==> src/rtl/serial_parallel_pkg.sv <==
// Shared definitions for the serial-to-parallel lane receiver: byte width,
// default comma symbol and FSM state encoding.
package serial_parallel_pkg;

    localparam int BYTE_W = 8;
    localparam logic [BYTE_W-1:0] COMMA_DEF = 8'hBC;

    typedef enum logic [1:0] {
        SEARCH = 2'd0,
        SYNC   = 2'd1,
        ACTIVE = 2'd2
    } state_e;

    // Last bit of a byte slot once the bit counter is aligned.
    function automatic logic is_boundary(input logic [2:0] cnt);
        return cnt == 3'd7;
    endfunction

endpackage

==> src/rtl/serial_parallel_if.sv <==
// Lane bus between the serial source and the serial_parallel receiver:
// the serial bit in, the recovered byte, its valid flag and lane status out.
interface serial_parallel_if;
    import serial_parallel_pkg::*;

    logic              data_in;
    logic [BYTE_W-1:0] data_out;
    logic              valid_out;
    logic              active;

    modport master (
        output data_in,
        input  data_out,
        input  valid_out,
        input  active
    );

    modport slave (
        input  data_in,
        output data_out,
        output valid_out,
        output active
    );

endinterface

==> src/rtl/sp_comma_detect.sv <==
// Seven-bit history shift register; the incoming bit completes a candidate
// byte every cycle, which is compared against the comma symbol.
module sp_comma_detect
    import serial_parallel_pkg::*;
#(
    parameter logic [BYTE_W-1:0] COMMA = COMMA_DEF
) (
    input  logic              clk_32f,
    input  logic              reset,
    input  logic              data_in,
    output logic [BYTE_W-1:0] cand,
    output logic              is_comma
);

    logic [BYTE_W-2:0] sr_q;

    always_ff @(posedge clk_32f) begin
        if (reset) begin
            sr_q <= '0;
        end else begin
            sr_q <= {sr_q[BYTE_W-3:0], data_in};
        end
    end

    assign cand     = {sr_q, data_in};
    assign is_comma = (cand == COMMA);

endmodule

==> src/rtl/serial_parallel.sv <==
// Lane receiver: hunts for the comma bit by bit, counts aligned commas until
// the lane is declared active, then presents each non-comma byte.
// Optional macro SP_VALID_PULSE_EN turns valid_out into a one-cycle pulse.
module serial_parallel
    import serial_parallel_pkg::*;
#(
    parameter logic [BYTE_W-1:0] COMMA       = COMMA_DEF,
    parameter int                COMMA_COUNT = 4
) (
    input  logic             clk_32f,
    input  logic             reset,
    serial_parallel_if.slave bus
);

    localparam logic [3:0] CC = 4'(COMMA_COUNT);

    logic [BYTE_W-1:0] cand;
    logic              is_comma;

    state_e            state_q;
    logic [2:0]        bit_cnt_q;
    logic [3:0]        bc_cnt_q;
    logic [BYTE_W-1:0] data_q;
    logic              valid_q;
    logic              active_q;

    logic [3:0]        bc_cnt_d;
    logic              boundary;

    sp_comma_detect #(
        .COMMA (COMMA)
    ) u_comma_detect (
        .clk_32f  (clk_32f),
        .reset    (reset),
        .data_in  (bus.data_in),
        .cand     (cand),
        .is_comma (is_comma)
    );

    assign bc_cnt_d = bc_cnt_q + 4'd1;
    assign boundary = is_boundary(bit_cnt_q);

    always_ff @(posedge clk_32f) begin
        if (reset) begin
            state_q   <= SEARCH;
            bit_cnt_q <= 3'd0;
            bc_cnt_q  <= 4'd0;
            data_q    <= '0;
            valid_q   <= 1'b0;
            active_q  <= 1'b0;
        end else begin
`ifdef SP_VALID_PULSE_EN
            valid_q <= 1'b0;
`endif
            case (state_q)
                SEARCH: begin
                    if (is_comma) begin
                        bit_cnt_q <= 3'd0;
                        bc_cnt_q  <= 4'd1;
                        if (CC == 4'd1) begin
                            state_q  <= ACTIVE;
                            active_q <= 1'b1;
                        end else begin
                            state_q <= SYNC;
                        end
                    end
                end
                SYNC: begin
                    bit_cnt_q <= bit_cnt_q + 3'd1;
                    if (boundary) begin
                        if (is_comma) begin
                            bc_cnt_q <= bc_cnt_d;
                            if (bc_cnt_d == CC) begin
                                state_q  <= ACTIVE;
                                active_q <= 1'b1;
                            end
                        end else begin
                            // Next edge starts a fresh bit-by-bit hunt.
                            bc_cnt_q <= 4'd0;
                            state_q  <= SEARCH;
                        end
                    end
                end
                ACTIVE: begin
                    // Alignment is locked until reset; commas only clear valid.
                    bit_cnt_q <= bit_cnt_q + 3'd1;
                    if (boundary) begin
                        if (!is_comma) begin
                            data_q  <= cand;
                            valid_q <= 1'b1;
                        end else begin
                            valid_q <= 1'b0;
                        end
                    end
                end
                default: begin
                    state_q <= SEARCH;
                end
            endcase
        end
    end

    assign bus.data_out  = data_q;
    assign bus.valid_out = valid_q;
    assign bus.active    = active_q;

endmodule
==> src/flat_wrapper.sv <==
// flat-port wrapper written by rule: the top's interface ports become plain ports
module serial_parallel_flat import serial_parallel_pkg::*;
#(
    parameter logic [BYTE_W-1:0] COMMA       = COMMA_DEF,
    parameter int                COMMA_COUNT = 4
)
  (clk_32f, reset, bus_data_in, bus_data_out, bus_valid_out, bus_active);
  serial_parallel_if bus_i ();
  input  logic clk_32f;
  input  logic reset;
  input wire logic [$bits(bus_i.data_in)-1:0] bus_data_in;
  output wire logic [$bits(bus_i.data_out)-1:0] bus_data_out;
  output wire logic [$bits(bus_i.valid_out)-1:0] bus_valid_out;
  output wire logic [$bits(bus_i.active)-1:0] bus_active;
  assign bus_i.data_in = bus_data_in;
  assign bus_data_out = bus_i.data_out;
  assign bus_valid_out = bus_i.valid_out;
  assign bus_active = bus_i.active;
  serial_parallel #(.COMMA(COMMA), .COMMA_COUNT(COMMA_COUNT)) u_core (.clk_32f(clk_32f), .reset(reset), .bus(bus_i));
endmodule
==> config.mk <==
export PLATFORM = sky130hd
export DESIGN_NAME = serial_parallel_flat
export DESIGN_NICKNAME = d
export VERILOG_FILES = /design/src/rtl/serial_parallel_pkg.sv /design/src/rtl/serial_parallel_if.sv /design/src/rtl/sp_comma_detect.sv /design/src/rtl/serial_parallel.sv /design/src/flat_wrapper.sv
export SDC_FILE = /design/constraint.sdc
export NUM_CORES = 1
export LEC_CHECK = 0
export ABC_AREA = 1
export ABC_CLOCK_PERIOD_IN_PS = 2200
export CAP_MARGIN = 20
export CORE_UTILIZATION = 40
export CTS_CLUSTER_SIZE = 14
export DETAILED_ROUTE_END_ITERATION = 8
export PLACE_DENSITY_LB_ADDON = 0.05
export SYNTH_ARGS = -nofsm -noshare
export SYNTH_HDL_FRONTEND = slang
export SYNTH_SLANG_ARGS = --single-unit
==> constraint.sdc <==
create_clock -name clk_32f -period 2.2 [get_ports clk_32f]
set_clock_uncertainty 0.15 [all_clocks]
set_input_delay 0.22 -clock clk_32f [delete_from_list [all_inputs] [get_ports clk_32f]]
set_output_delay 0.22 -clock clk_32f [all_outputs]
set_load 0.005 [all_outputs]
==> impl_metrics.ini <==
[status]
status = finished clean

[pwr]
p_sw_uw = 509.3
internal_power_uw = 836.3
leakagePower_nw = 0.5857
max-vdd-ir-drop_mv = 0.5894
clkPwrFrac_pct = 17.6
powerDensity_nw_per_um2 = 951.7
netSwitchingFraction_pct = 37.85
combPwrFrac_pct = 38.5
p_seq_share_pct = 43.9

[critical_path]
start_kind = flip-flop
worstRegToRegCells = 7
required_ps = 2280
slowest_stage = dfxtp_1
critPathMaxFanout = 8
crit_cells = 7
path_buf_inv = 0
max_stage_delay_ps = 350
arrival_ps = 1780
path_class = flip-flop to flip-flop
worstSetupEndpointType = flip-flop
crit_family = simple AND/OR/NAND/NOR gates
worstPathCellList = ha_1 -> ha_1 -> or2_4 -> o211ai_4 -> nand2_1 -> nand2_1 -> nor2_1

[synthesis]
ys_seq_area_share_pct = 42.28
syn_area_um2 = 1231
async_flop_share_pct = 0
avgSynthCellArea_um2 = 7.842
synth_cell_types = 23
synth_cells = 157
synth_top_area_cell = dfxtp_1
synthTopCellsByCount = 28 x inv_1, 26 x dfxtp_1, 23 x nor2_1
synth_area_leaders = dfxtp_1 42%, inv_1 8.5%, ha_1 8.1%
yosysWarnings = 0
yosys_register_bits = 26
yosysMostFrequentCell = inv_1
synth-edff-count = 0
synth_fp_nets = 168
synthFlopType = dfxtp_1
synth_top_cell_area_share_pct = 42.28

[routing]
drtIter0Drc = 15
drt_first_pass_iters = 4
ant_nets = 0
wl_per_cell_um = 10.59
vias = 979
vias_per_cell = 4.847
routed_wirelength_mm = 2.140
drc_errors = 0

[clocking]
cts_buffers = 3
insertion_delay_ps = 310
cts_tree = done
htree_levels = 1
cts.sinks = 26
max-clock-path-buffers = 2
post-cts-setup-buffers = 0
cts_hold_buf = 0
post_cts_resized = 0
root_buffer = clkbuf_4
path_clk_slew_ps = 140

[finish]
design_area_um2 = 1414
layout.nets = 183
areaGrowthSynthToFinish_pct = 14.84
drive_above_1_share_pct = 10.53
antenna_cells = 0

[floorplanning]
core-area_um2 = 2829
dieWidth_um = 57.48
num_rows = 19
die_area_um2 = 3304
die_h_um = 57.48
start_util_pct = 43.52
ioPinCount = 13

[grt]
grt_max_degree = 18
gr-usage-all-layers_pct = 14.28
grt_pass1_wl_mm = 3.643
antenna_found_initial = 0
grt_pass1_vias = 874
gr-total-overflow = 0

[run]
max_cap_violations = 0

[timing]
post-route-period-util_pct = 77.03
hold_violations = 0
layout_setup_ws_ps = 505.2
worst_pin_slew_ps = 452.4
maxSlewHeadroom_pct = 69.81
fmax_mhz = 590.1
rsz0062_at_grt = false
setup_viol = 0
fin_setup_tns_ps = 0
min_period_ps = 1695
finalMaxSlewViolations = 0

[worst_hold_path]
hold_class = flip-flop to flip-flop
min_path_cells = 2

[placed_design]
hpwl_mm = 1.602
io_buffers = 12
gp_congestion = 0.8053
dp_slack_ps = 454.1
postPlaceCellArea_um2 = 1378
## power by group through the flow
stage          registers [mW]  logic [mW]  clock network, mW
4_1_cts                 0.590       0.520              0.250
2_1_floorplan           0.582       0.445                  0
3_5_place_dp            0.600       0.520                  0
3_3_place_gp            0.597       0.506                  0
5_1_grt                 0.601       0.576              0.263
6_report                0.591       0.518              0.237
## flip-flops by register name (all words and copies together) (netlist names)
name / flops
u_core.bus.data_out: 8
u_core.u_comma_detect.sr_q: 7
u_core.bus.valid_out: 1
u_core.bus.active: 1
u_core.bc_cnt_q: 4
u_core.bit_cnt_q: 3
u_core.state_q: 2
## path summary, 6_finish.rpt
kind	from	end	slack, ps
hold reg to reg	u_core.u_comma_detect.sr_q[2]$_SDFF_PP0_	u_core.u_comma_detect.sr_q[3]$_SDFF_PP0_	300
setup reg to reg	u_core.bit_cnt_q[0]$_SDFFE_PP0P_	u_core.bc_cnt_q[0]$_SDFFE_PP0P_	510
hold / removal	u_core.u_comma_detect.sr_q[2]$_SDFF_PP0_	u_core.u_comma_detect.sr_q[3]$_SDFF_PP0_	300
setup / recovery	u_core.bit_cnt_q[0]$_SDFFE_PP0P_	u_core.bc_cnt_q[0]$_SDFFE_PP0P_	510
## layer usage
| metal | global-route usage, % | share of wire [%] | vias up |
|---|---|---|---|
| met5 | 0 | 0 | - |
| met4 | 6.272 | 0.84 | 0 |
| met3 | 2.721 | 2.0 | 2 |
| met2 | 23.26 | 46 | 13 |
| met1 | 18.36 | 51 | 442 |
| li1 | - | - | 522 |
## logic make-up (layout without fill, tap and decap cells)
logic type	after synthesis	after routing	synth area share, %
AND/OR/NAND/NOR	59	59	23.88
flip-flops	26	26	42.28
AO/OA/AOI/OAI	31	31	14.94
buffers and inverters	33	47	10.77
adder cells (fa/ha/maj)	8	8	8.130
## placed cells by master, fill, tap and decap left out
cell type	instances
inv_1	28
dfxtp_1	26
nor2_1	23
nand2_1	19
a21oi_1	13
clkdlybuf4s50_1	12
o21ai_0	9
ha_1	8
nand3_1	6
o21ai_1	6
nor2_2	4
clkbuf_4	3
inv_2	2
nand2_4	2
or2_4	1
o211ai_4	1
or2_1	1
a21oi_4	1
nand4_1	1
a31oi_1	1
nand3_4	1
nand3b_4	1
clkbuf_8	1
buf_4	1
## stage by stage
| stage | hold slack, ps | utilization [%] | power, mW | cells |
|---|---|---|---|---|
| 4_1_cts | 304.1 | 49.98 | 1.361 | 202 |
| 5_1_grt | 317.3 | 49.98 | 1.439 | 202 |
| 3_5_place_dp | 276.3 | 48.70 | 1.121 | 198 |
| 3_3_place_gp | 272.2 | 48.70 | 1.103 | 198 |
| 6_report | 301.7 | 49.98 | 1.346 | 202 |
| 2_1_floorplan | 139.1 | - | 1.026 | 157 |
## worst min-delay path, cell delays in order, from the launching register on
cell and delay [ps]:
dfxtp_1 350, inv_1 50, nor2_1 30
## cell type report
| class | count | area (um2) |
|---|---|---|
| tap | 31 | 38.79 |
| multi-input combinational | 98 | 578.1 |
| timing repair buffer | 13 | 127.6 |
| clock buffer | 4 | 36.28 |
| inverter | 30 | 112.6 |
| sequential | 26 | 520.5 |
| fill | 283 | 1415 |
(Power assumes the default switching activity.)
